**config.mk**
```make
export PLATFORM = sky130hd
export DESIGN_NAME = fp_wb_sched_flat
export DESIGN_NICKNAME = d
export VERILOG_FILES = /design/src/rtl/fp_wb_sched_if.sv /design/src/rtl/fp_wb_sched.sv /design/src/flat_wrapper.sv
export SDC_FILE = /design/constraint.sdc
export NUM_CORES = 1
export LEC_CHECK = 0
export CAP_MARGIN = 10
export CELL_PAD_IN_SITES_DETAIL_PLACEMENT = 1
export CELL_PAD_IN_SITES_GLOBAL_PLACEMENT = 2
export CORE_MARGIN = 2
export CORE_UTILIZATION = 25
export CTS_BUF_LIST = sky130_fd_sc_hd__clkbuf_4 sky130_fd_sc_hd__clkbuf_8
export DETAILED_ROUTE_END_ITERATION = 6
export PLACE_DENSITY_LB_ADDON = 0.1
export SYNTH_ARGS = -nofsm -noshare
export SYNTH_HDL_FRONTEND = slang
export SYNTH_SLANG_ARGS = --single-unit
```
**constraint.sdc**
```tcl
create_clock -name clk -period 3.8 [get_ports clk]
set_input_delay 0.76 -clock clk [delete_from_list [all_inputs] [get_ports clk]]
set_output_delay 0.76 -clock clk [all_outputs]
set_load 0.1 [all_outputs]
```
**src/rtl/fp_wb_sched_if.sv**
```systemverilog
`default_nettype none
// ============================================================================
//  Module      : fp_wb_sched_if
//  Description : Result-producer bus for the FP write-back scheduler.
//                Carries the per-requester valid/ready handshake together
//                with the packed destination indices and result data.
//                Slice i of req_rd is [5i+4:5i]. Slice i of req_data is
//                [XLEN*i+XLEN-1:XLEN*i].
//  Modports    : master - result producers (drive valid/rd/data)
//                slave  - scheduler (drives ready)
//  Revision    : 1.0 - initial release
// ============================================================================
interface fp_wb_sched_if #(
    parameter int N_REQ = 3,
    parameter int XLEN  = 32
);
    logic [N_REQ-1:0]      req_valid;
    logic [N_REQ-1:0]      req_ready;
    logic [N_REQ*5-1:0]    req_rd;
    logic [N_REQ*XLEN-1:0] req_data;

    modport master (
        output req_valid,
        output req_rd,
        output req_data,
        input  req_ready
    );

    modport slave (
        input  req_valid,
        input  req_rd,
        input  req_data,
        output req_ready
    );
endinterface
`default_nettype wire

```
**src/rtl/fp_wb_sched.sv**
```systemverilog
`default_nettype none
// ============================================================================
//  Module      : fp_wb_sched
//  Description : Write-back scheduler and busy scoreboard for the single
//                write port of the FP register file. Round-robin arbitration
//                among N_REQ result producers, registered write stage, and
//                RAW/WAW hazard reporting to decode.
//  Ports       : clk, rst          - clock, synchronous active-high reset
//                req_bus (slave)   - producer valid/ready/rd/data
//                issue_valid/_rd   - decode issue of an FP-writing instr
//                issue_block       - WAW stall (destination still busy)
//                rs_use, rs1..3    - decode FP source usage and indices
//                hazard            - RAW stall
//                busy              - 32-bit scoreboard
//                fp_we/rd_reg/fp_wdata - register file write port
//                fwd_hit           - per-source forward hit (bypass build)
//  Options     : `define FP_WB_BYPASS_EN adds fwd_hit and lets a source that
//                matches the in-flight write take fp_wdata instead of
//                stalling.
//  Revision    : 1.0 - initial release
// ============================================================================
module fp_wb_sched #(
    parameter int N_REQ = 3,
    parameter int XLEN  = 32
) (
    input  wire logic            clk,
    input  wire logic            rst,
    fp_wb_sched_if.slave         req_bus,
    input  wire logic            issue_valid,
    input  wire logic [4:0]      issue_rd,
    output logic                 issue_block,
    input  wire logic [2:0]      rs_use,
    input  wire logic [4:0]      rs1_reg,
    input  wire logic [4:0]      rs2_reg,
    input  wire logic [4:0]      rs3_reg,
    output logic                 hazard,
    output logic [31:0]          busy,
`ifdef FP_WB_BYPASS_EN
    output logic [2:0]           fwd_hit,
`endif
    output logic                 fp_we,
    output logic [4:0]           rd_reg,
    output logic [XLEN-1:0]      fp_wdata
);

    localparam int                 c_PTR_W = (N_REQ > 1) ? $clog2(N_REQ) : 1;
    localparam logic [c_PTR_W-1:0] c_LAST  = c_PTR_W'(N_REQ - 1);
    localparam logic [c_PTR_W:0]   c_NREQ  = (c_PTR_W + 1)'(N_REQ);

    logic [c_PTR_W-1:0] r_rr_ptr;
    logic               r_fp_we;
    logic [4:0]         r_rd_reg;
    logic [XLEN-1:0]    r_fp_wdata;
    logic [31:0]        r_busy;

    logic [N_REQ-1:0]   w_grant;
    logic [c_PTR_W-1:0] w_gidx;
    logic               w_found;
    logic               w_xfer;
    logic [4:0]         w_sel_rd;
    logic [XLEN-1:0]    w_sel_data;
    logic [31:0]        w_set;
    logic [31:0]        w_clr;
    logic [31:0]        w_busy_nxt;
    logic [2:0]         w_src_hit;
    logic [2:0]         w_fwd;

    // Round-robin search starting at r_rr_ptr; first valid requester wins.
    always_comb begin
        logic [c_PTR_W:0] v_idx;
        w_grant = '0;
        w_gidx  = '0;
        w_found = 1'b0;
        v_idx   = '0;
        for (int k = 0; k < N_REQ; k++) begin
            v_idx = {1'b0, r_rr_ptr} + (c_PTR_W + 1)'(k);
            if (v_idx >= c_NREQ) begin
                v_idx = v_idx - c_NREQ;
            end
            if (!w_found && req_bus.req_valid[v_idx[c_PTR_W-1:0]]) begin
                w_found = 1'b1;
                w_gidx  = v_idx[c_PTR_W-1:0];
            end
        end
        if (w_found) begin
            w_grant[w_gidx] = 1'b1;
        end
    end

    // Grant is one-hot, so an OR-mux selects the winner's payload.
    always_comb begin
        w_sel_rd   = '0;
        w_sel_data = '0;
        for (int i = 0; i < N_REQ; i++) begin
            if (w_grant[i]) begin
                w_sel_rd   = w_sel_rd   | req_bus.req_rd[i*5 +: 5];
                w_sel_data = w_sel_data | req_bus.req_data[i*XLEN +: XLEN];
            end
        end
    end

    assign req_bus.req_ready = rst ? '0 : w_grant;
    assign w_xfer            = w_found & ~rst;

    // Scoreboard: a new issue to a register overrides a retiring write to
    // the same register, since the newer producer now owns it. f0 never
    // becomes busy because the register file drops its writes.
    always_comb begin
        w_set      = issue_valid ? (32'd1 << issue_rd) : 32'd0;
        w_clr      = r_fp_we     ? (32'd1 << r_rd_reg) : 32'd0;
        w_busy_nxt = (r_busy & ~w_clr) | w_set;
        w_busy_nxt[0] = 1'b0;
    end

    always_ff @(posedge clk) begin
        if (rst) begin
            r_rr_ptr   <= '0;
            r_fp_we    <= 1'b0;
            r_rd_reg   <= '0;
            r_fp_wdata <= '0;
            r_busy     <= '0;
        end else begin
            r_fp_we <= w_xfer;
            r_busy  <= w_busy_nxt;
            if (w_xfer) begin
                r_rr_ptr   <= (w_gidx == c_LAST) ? '0 : w_gidx + 1'b1;
                r_rd_reg   <= w_sel_rd;
                r_fp_wdata <= w_sel_data;
            end
        end
    end

    // Hazards. The write retiring this cycle still shows busy, so without
    // forwarding the dependent instruction reads the regfile one cycle later.
    always_comb begin
        w_src_hit[0] = rs_use[0] & r_busy[rs1_reg];
        w_src_hit[1] = rs_use[1] & r_busy[rs2_reg];
        w_src_hit[2] = rs_use[2] & r_busy[rs3_reg];
`ifdef FP_WB_BYPASS_EN
        w_fwd[0] = r_fp_we & rs_use[0] & (r_rd_reg == rs1_reg) & (r_rd_reg != 5'd0);
        w_fwd[1] = r_fp_we & rs_use[1] & (r_rd_reg == rs2_reg) & (r_rd_reg != 5'd0);
        w_fwd[2] = r_fp_we & rs_use[2] & (r_rd_reg == rs3_reg) & (r_rd_reg != 5'd0);
`else
        w_fwd = 3'b000;
`endif
    end

    assign hazard      = |(w_src_hit & ~w_fwd);
    assign issue_block = r_busy[issue_rd] & (issue_rd != 5'd0);
    assign busy        = r_busy;
    assign fp_we       = r_fp_we;
    assign rd_reg      = r_rd_reg;
    assign fp_wdata    = r_fp_wdata;
`ifdef FP_WB_BYPASS_EN
    assign fwd_hit     = w_fwd;
`endif

endmodule
`default_nettype wire
```
**src/flat_wrapper.sv**
```systemverilog
// flat-port wrapper written by rule: the top's interface ports become plain ports
module fp_wb_sched_flat 
#(
    parameter int N_REQ = 3,
    parameter int XLEN  = 32
)
  (clk, rst, issue_valid, issue_rd, issue_block, rs_use, rs1_reg, rs2_reg, rs3_reg, hazard, busy, fp_we, rd_reg, fp_wdata, req_bus_req_valid, req_bus_req_rd, req_bus_req_data, req_bus_req_ready);
  fp_wb_sched_if #(.N_REQ(N_REQ), .XLEN(XLEN)) req_bus_i ();
  input  wire logic clk;
  input  wire logic rst;
  input  wire logic issue_valid;
  input  wire logic [4:0] issue_rd;
  output logic issue_block;
  input  wire logic [2:0] rs_use;
  input  wire logic [4:0] rs1_reg;
  input  wire logic [4:0] rs2_reg;
  input  wire logic [4:0] rs3_reg;
  output logic hazard;
  output logic [31:0] busy;
  output logic fp_we;
  output logic [4:0] rd_reg;
  output logic [XLEN-1:0] fp_wdata;
  input wire logic [$bits(req_bus_i.req_valid)-1:0] req_bus_req_valid;
  input wire logic [$bits(req_bus_i.req_rd)-1:0] req_bus_req_rd;
  input wire logic [$bits(req_bus_i.req_data)-1:0] req_bus_req_data;
  output wire logic [$bits(req_bus_i.req_ready)-1:0] req_bus_req_ready;
  assign req_bus_i.req_valid = req_bus_req_valid;
  assign req_bus_i.req_rd = req_bus_req_rd;
  assign req_bus_i.req_data = req_bus_req_data;
  assign req_bus_req_ready = req_bus_i.req_ready;
  fp_wb_sched #(.N_REQ(N_REQ), .XLEN(XLEN)) u_core (.clk(clk), .rst(rst), .req_bus(req_bus_i), .issue_valid(issue_valid), .issue_rd(issue_rd), .issue_block(issue_block), .rs_use(rs_use), .rs1_reg(rs1_reg), .rs2_reg(rs2_reg), .rs3_reg(rs3_reg), .hazard(hazard), .busy(busy), .fp_we(fp_we), .rd_reg(rd_reg), .fp_wdata(fp_wdata));
endmodule
```
==> impl_results.md, run 1 <==
* Outcome: completed
* Crit. End Element: output port
* Vias per cell at 5.558
* HP Class: register to register
* Row count at 49
* Peak VDD IR at 0.0005530 V
* Most frequent cell after synthesis: dfxtp_1
* DR iter-0 viols at 196
* Placed cells at 947
* Maxcap violations at 0
* Gr ovfl total at 0
* Mapped Cells at 540
* Worst setup SP type: input port
* Worst path arrival time at 2930 ps
* Largest net degree at the start of global routing at 63
* Top FF cell, synth: dfxtp_1
* Clock Tree Buf Depth at 2
* Vias at 5,352
* Setup Fix Bufs, Post-CTS at 0
* Synthesized cell area at 4611 um2
* N_diodes at 0
* Sequential share of the synthesized area at 0.3083
* DRC violations left at 0
* Pint at 2.323 mW
* Layout Nets at 873
* Drt total wl at 20,740 um
* Max reg flops at 32
* Number of buffers added on ports at 213
* Crit-path max FO at 7
* Cell taking the most area after synthesis: dfxtp_1
* Top-Level Pins at 215
* Seq pwr share at 0.201
* Post-Synth XOR/XNOR Area at 0
* Pre-Repair DR Iteration Count at 4
* CTS tree: done
* Post-synth top area share at 0.3083
* Slew Viols, Final at 0
* Fmax at 271.1 MHz
* Main combinational cell family by area after synthesis: compound AO/OA/AOI/OAI gates
* Core ar. at 18,020 um2
* Library cells used by synthesis at 47
* Fin cells at 963
* Area contributors post-synth: dfxtp_1 (31%), mux4_2 (11%), a221oi_1 (7.0%)
* Layout cells sized above 1 at 0.1063
* Total chip power at 5.241 mW
* Worst-Skew Late Latency at 360 ps
* Initial antenna violation count at 1
* Hold_buf cts at 0
* First-pass GRT wire length at 32,840 um
* Syn avg cell area at 8.538 um2
* Vias in the first global route at 5,772
* Power per cell area at 725.0 nW/um2
* Leakage at 2.479 nW
* Clock Skew at 10.93 ps
* Number of synthesized flops with an enable pin at 0
* CTS Buf Count at 9
* CTS sink cnt at 71
* Slew at the pin closest to its max-slew limit at 1062 ps
* Final setup vio count at 0
* GRT Util Overall at 0.2111
* CTS clock-pin slew for the worst setup and hold paths at 80 ps
* Required @ worst endpoint at 3040 ps
* Clock period minus worst slack at 3689 ps
* Die X at 139.8 um
* DIE AREA at 19,550 um2
* GP Congestion at 0.9080
* Root buffer cell: clkbuf_8
* Synth top cells by count: dfxtp_1 (71), nor2_1 (55), nand2_1 (44), a211oi_1 (43), nand4_1 (40)
* Post-DP HPWL at 15,600 um
* DR WL/cell at 21.54 um
* Post-synth ARST share at 0
* Starting Density at 0.2558
* Slew headroom at 0.2896
* Area growth, synth to finish at 56.80%
* Sw power at 2.918 mW
* Adder-cell share of the synthesized area at 0.01085
* YS warnings at 0
* Antenna-violating nets left at 0
* Placed Instance Area at 7015 um2
* Die Ht at 139.8 um
* Synth Area in Simple Gates at 0.2174
* Post-route cell area at 7229 um2
* Power share of the clock group at 0.124
* Sw Share at 0.5567
* H-tree depth at 3
* Synthesized net count at 684
* Post-CTS sizing at 0
* FF+latch count, synth at 71
* Logic pwr share at 0.675
* Mux share of post-synthesis cell area at 0.1574
* Critical path class: input port to output port
* Final hold vios at 0
* Tcrit/Tclk final at 0.9709
* Compound-Gate Fraction of Synth Area at 0.2521
==> per-stage QoR <==
| step | setup WS (ps) | hold WS (ps) | util | setup TNS [ps] |
|---|---|---|---|---|
| after floorplan | 6.901 | 470.3 | - | 0 |
| after global placement | 99.84 | 482.6 | 0.3892 | 0 |
| after detailed placement | 63.83 | 496.6 | 0.3892 | 0 |
| after CTS | 31.22 | 505.5 | 0.4007 | 0 |
| after global routing | -43.01 | 530.2 | 0.4011 | -43.01 |
| final | 110.7 | 504.8 | 0.4011 | 0 |
==> per-layer routing <==
layer / part of all wire / global-route usage / vias up / routed length [um]
met5: 0.00063 / 0 / - / 13
met4: 0.025 / 0.06105 / 2 / 510
met3: 0.076 / 0.06022 / 45 / 1581
met2: 0.48 / 0.3718 / 209 / 10050
met1: 0.41 / 0.2497 / 2628 / 8584
li1: - / - / 2468 / -
==> placed cells by master, fill, tap and decap left out, drive strengths merged, types with 2 or more instances in the layout <==
cell	instances
nor3	3
mux2	6
o2111ai	2
clkdlybuf4s50	207
nand2	44
nand4	40
buf	24
or2	2
nor4	2
mux4	23
a211oi	43
nor3b	4
dfxtp	71
nand2b	16
o21ai	36
nor4bb	2
nor2b	12
nand4b	3
ha	4
o211ai	2
clkinv	3
clkbuf	10
nand3	6
nor2	55
a21oi	36
mux2i	14
a221oi	37
a22o	3
inv	4
nand3b	4
==> area by class of cell <==
cell class / instances / area (um2)
inverter: 3 / 11.26
multi-input combinational: 413 / 2979
fill: 2069 / 10800
clock inverter: 6 / 68.82
clock buffer: 10 / 137.6
tap: 229 / 286.5
timing repair buffer: 231 / 2325
sequential: 71 / 1421
==> cell families (layout without fill, tap and decap cells) <==
| kind of cell | count (synthesis) | after routing |
|---|---|---|
| and+or+nand+nor | 196 | 196 |
| AOI/OAI and AO/OA | 169 | 169 |
| DFF | 71 | 71 |
| buffers and inverters | 56 | 250 |
| muxes | 43 | 43 |
| adders and majority gates | 4 | 4 |
| other | 1 | 1 |
==> critical path, stage by stage <==
cell	delay [ps]
clkdlybuf4s50_1	620
buf_4	220
mux2i_1	200
a22o_1	160
nor4_1	70
o41ai_2	460
nand4_1	220
buf_12	230
==> path summary, 6_finish.rpt <==
check,cells past startpoint,from,to,slack [ps]
max,8,rs1_reg[1],hazard,110
min,2,u_core.fp_wdata[11]$_SDFFE_PP0P_,u_core.fp_wdata[11]$_SDFFE_PP0P_,500
max reg2reg,8,u_core.r_rr_ptr[0]$_SDFFE_PP0P_,u_core.fp_wdata[24]$_SDFFE_PP0P_,720
min reg2reg,2,u_core.fp_wdata[11]$_SDFFE_PP0P_,u_core.fp_wdata[11]$_SDFFE_PP0P_,500
==> power groups by stage <==
| stage | combinational, mW | clock [mW] | sequential (mW) |
|---|---|---|---|
| after floorplan | 1.46 | 0 | 2.13 |
| after CTS | 3.57 | 0.674 | 1.06 |
| after global placement | 3.54 | 0 | 1.07 |
| after global routing | 3.77 | 0.700 | 1.08 |
| final | 3.54 | 0.650 | 1.05 |
| after detailed placement | 3.57 | 0 | 1.07 |
No activity file was read; power rests on OpenSTA's default activity.
==> run 2: changes to the inputs <==
--- a/config.mk
+++ b/config.mk
@@ -6,13 +6,11 @@
 export NUM_CORES = 1
 export LEC_CHECK = 0
 export CAP_MARGIN = 10
-export CELL_PAD_IN_SITES_DETAIL_PLACEMENT = 1
-export CELL_PAD_IN_SITES_GLOBAL_PLACEMENT = 2
 export CORE_MARGIN = 2
-export CORE_UTILIZATION = 25
+export CORE_UTILIZATION = 26
 export CTS_BUF_LIST = sky130_fd_sc_hd__clkbuf_4 sky130_fd_sc_hd__clkbuf_8
+export CTS_CLUSTER_DIAMETER = 120
 export DETAILED_ROUTE_END_ITERATION = 6
-export PLACE_DENSITY_LB_ADDON = 0.1
 export SYNTH_ARGS = -nofsm -noshare
 export SYNTH_HDL_FRONTEND = slang
 export SYNTH_SLANG_ARGS = --single-unit
==> run 2 against run 1 <==
Compared with the run above: first-iteration DRC count up 150%; total power down 1.6%; die area decreased by 3.7%; sequential power is essentially flat.
==> impl_results.md, run 2 (synthesis results as in run 1) <==
* Final setup TNS at 0 ps (unchanged)
* Hold_buf cts at 0 (unchanged)
* Sw Share at 0.5607 (+0.003997)
* Initial antenna violation count at 1 (unchanged)
* Pre-Repair DR Iteration Count at 5 (+1)
* Worst-Skew Late Latency at 370 ps (about the same)
* Gr ovfl total at 0 (unchanged)
* GP Congestion at 0.9141 (+0.67%)
* Final hold vios at 0 (unchanged)
* Post-DP HPWL at 14,360 um (-7.9%)
* CTS tree: done
* Die Ht at 137.2 um (-1.9%)
* Row count at 48 (-2.0%)
* Outcome: completed
* Maxcap violations at 0 (unchanged)
* Multi-input gate area at 2972 um2 (-0.25%)
* Area growth, synth to finish at 56.39%
* WHS Path Cells at 2 (unchanged)
* Slew headroom at 0.3126 (+0.02293)
* Root buffer cell: clkbuf_8
* Layout cells sized above 1 at 0.1052 (-0.001076)
* Setup Fix Bufs, Post-CTS at 0 (unchanged)
* Die X at 137.2 um (-1.9%)
* Vias in the first global route at 5,311 (-8.0%)
* H-tree depth at 3 (unchanged)
* R2R setup slack at 810 ps (+90 ps)
* DR iter-0 viols at 487 (+150%)
* Sequential cell area at 1421 um2 (unchanged)
* Min-delay src: u_core.fp_wdata[24]$_SDFFE_PP0P_
* Layout Nets at 871 (-0.23%)
* Core ar. at 17,300 um2 (-4.0%)
* HP Class: register to register
* Worst path arrival time at 2940 ps (about the same)
* Filler instances at 1,703 (-18%)
* Starting Density at 0.2666 (+0.01077)
* Critical Path Sink: hazard
* Max reg flops at 32 (unchanged)
* R2R Path End: u_core.fp_wdata[17]$_SDFFE_PP0P_
* Clock period minus worst slack at 3700 ps (+11.08 ps)
* Clock Skew at 13.38 ps (+2.455 ps)
* Vias per cell at 5.644 (+1.6%)
* Required @ worst endpoint at 3040 ps (about the same)
* CTS sink cnt at 71 (unchanged)
* Clock Tree Buf Depth at 2 (unchanged)
* Total chip power at 5.155 mW (-1.6%)
* Top-Level Pins at 215 (unchanged)
* Vias at 5,407 (+1.0%)
* Critical path class: input port to output port
* Crit path from: rs1_reg[1]
* DIE AREA at 18,810 um2 (-3.7%)
* Leakage at 2.475 nW (-0.16%)
* Crit-path max FO at 19 (+12)
* Reg2Reg Depth at 8 (unchanged)
* Largest net degree at the start of global routing at 63 (unchanged)
* Peak VDD IR at 0.0005760 V (+4.2%)
* Antenna-violating nets left at 0 (unchanged)
* GRT Util Overall at 0.2063 (-0.004740)
* Most common cell after layout, fill and taps aside: clkdlybuf4s50_1
* Seq pwr share at 0.205 (+0.004)
* Post-CTS sizing at 0 (unchanged)
* RSZ-0062 raised after global routing: no
* Slew at the pin closest to its max-slew limit at 1028 ps (-34.28 ps)
* Number of buffers added on ports at 213 (unchanged)
* Slew Viols, Final at 0 (unchanged)
* Power share of the clock group at 0.119 (-0.005)
* DR WL/cell at 20.19 um (-6.2%)
* Power per cell area at 714.9 nW/um2 (-1.4%)
* Commonest non-fill, non-tap cells in the layout: clkdlybuf4s50_1 (205), dfxtp_1 (71), nor2_1 (55)
* DRC violations left at 0 (unchanged)
* Sw power at 2.891 mW (-0.93%)
* Logic pwr share at 0.676 (about the same)
* Final setup vio count at 0 (unchanged)
* Drt total wl at 19,350 um (-6.7%)
* Reg2reg start: u_core.r_rr_ptr[0]$_SDFFE_PP0P_
* Tcrit/Tclk final at 0.9738 (+0.002915)
* Worst setup SP type: input port
* Fmax at 270.2 MHz (-0.30%)
* Crit. End Element: output port
* First-pass GRT wire length at 29,630 um (-9.8%)
* Pint at 2.265 mW (-2.5%)
* CTS Buf Count at 9 (unchanged)
* CTS clock-pin slew for the worst setup and hold paths at 80 ps (about the same)
## run 2: power by group through the flow
stage / Combinational, mW / Clock (mW) / Sequential [mW]
3_3_place_gp: 3.46 / 0 / 1.06
3_5_place_dp: 3.49 / 0 / 1.07
4_1_cts: 3.49 / 0.631 / 1.06
2_1_floorplan: 1.46 / 0 / 2.13
6_report: 3.48 / 0.613 / 1.06
5_1_grt: 3.72 / 0.665 / 1.08
## run 2: worst min-delay path by stage
stage / end / slack [ps]
3_3_place_gp: u_core.fp_wdata[25]$_SDFFE_PP0P_ / 490
5_1_grt: u_core.fp_wdata[31]$_SDFFE_PP0P_ / 530
4_1_cts: u_core.fp_wdata[24]$_SDFFE_PP0P_ / 510
2_1_floorplan: u_core.r_rr_ptr[0]$_SDFFE_PP0P_ / 470
3_5_place_dp: u_core.fp_wdata[24]$_SDFFE_PP0P_ / 490
6_report: u_core.fp_wdata[24]$_SDFFE_PP0P_ / 500
## run 2: final cells by class
cell class / count / share of cell area
flip-flops and latches: 71 / 0.1971
inverters: 3 / 0.001562
repair buffers: 229 / 0.3231
multi-input cells: 413 / 0.4121
well taps: 225 / 0.03904
diodes: 1 / 0.0003470
clock buffers: 9 / 0.01718
clock inverters: 7 / 0.009544
## run 2: through the flow
| step | setup slack (ps) | util | hold WS (ps) | instances | instance area [um2] |
|---|---|---|---|---|---|
| 5_1_grt | 17.70 | 0.4169 | 526.1 | 958 | 7211 |
| 3_3_place_gp | 150.0 | 0.4056 | 488.8 | 941 | 7015 |
| 2_1_floorplan | 6.901 | - | 470.3 | 540 | 4611 |
| 6_report | 99.65 | 0.4169 | 499.0 | 958 | 7211 |
| 3_5_place_dp | 128.8 | 0.4056 | 493.3 | 941 | 7015 |
| 4_1_cts | 102.9 | 0.4167 | 505.5 | 957 | 7208 |
## run 2: critical path, stage by stage
cell and delay, ps:
clkdlybuf4s50_1 560, buf_12 180, mux2i_1 190, nor2_1 50, o31a_1 290, o41ai_1 350
buf_4 190, nand4_1 130, buf_12 210
## run 2: per-layer routing
| metal | share of wire | GRT usage |
|---|---|---|
| met4 | 0.022 | 0.07274 |
| met5 | 0 | 0 |
| met1 | 0.39 | 0.2402 |
| met2 | 0.49 | 0.3521 |
| met3 | 0.11 | 0.06963 |
==> run 3: changes to the inputs <==
--- a/config.mk
+++ b/config.mk
@@ -6,11 +6,14 @@
 export NUM_CORES = 1
 export LEC_CHECK = 0
 export CAP_MARGIN = 10
+export CELL_PAD_IN_SITES_DETAIL_PLACEMENT = 1
+export CELL_PAD_IN_SITES_GLOBAL_PLACEMENT = 2
 export CORE_MARGIN = 2
-export CORE_UTILIZATION = 26
+export CORE_UTILIZATION = 25
 export CTS_BUF_LIST = sky130_fd_sc_hd__clkbuf_4 sky130_fd_sc_hd__clkbuf_8
 export CTS_CLUSTER_DIAMETER = 120
 export DETAILED_ROUTE_END_ITERATION = 6
+export PLACE_DENSITY_LB_ADDON = 0.1
 export SYNTH_ARGS = -nofsm -noshare
 export SYNTH_HDL_FRONTEND = slang
 export SYNTH_SLANG_ARGS = --single-unit
==> results of run 3 <==
Same layout as run 1: the final DEF is identical, and so are final timing and power.
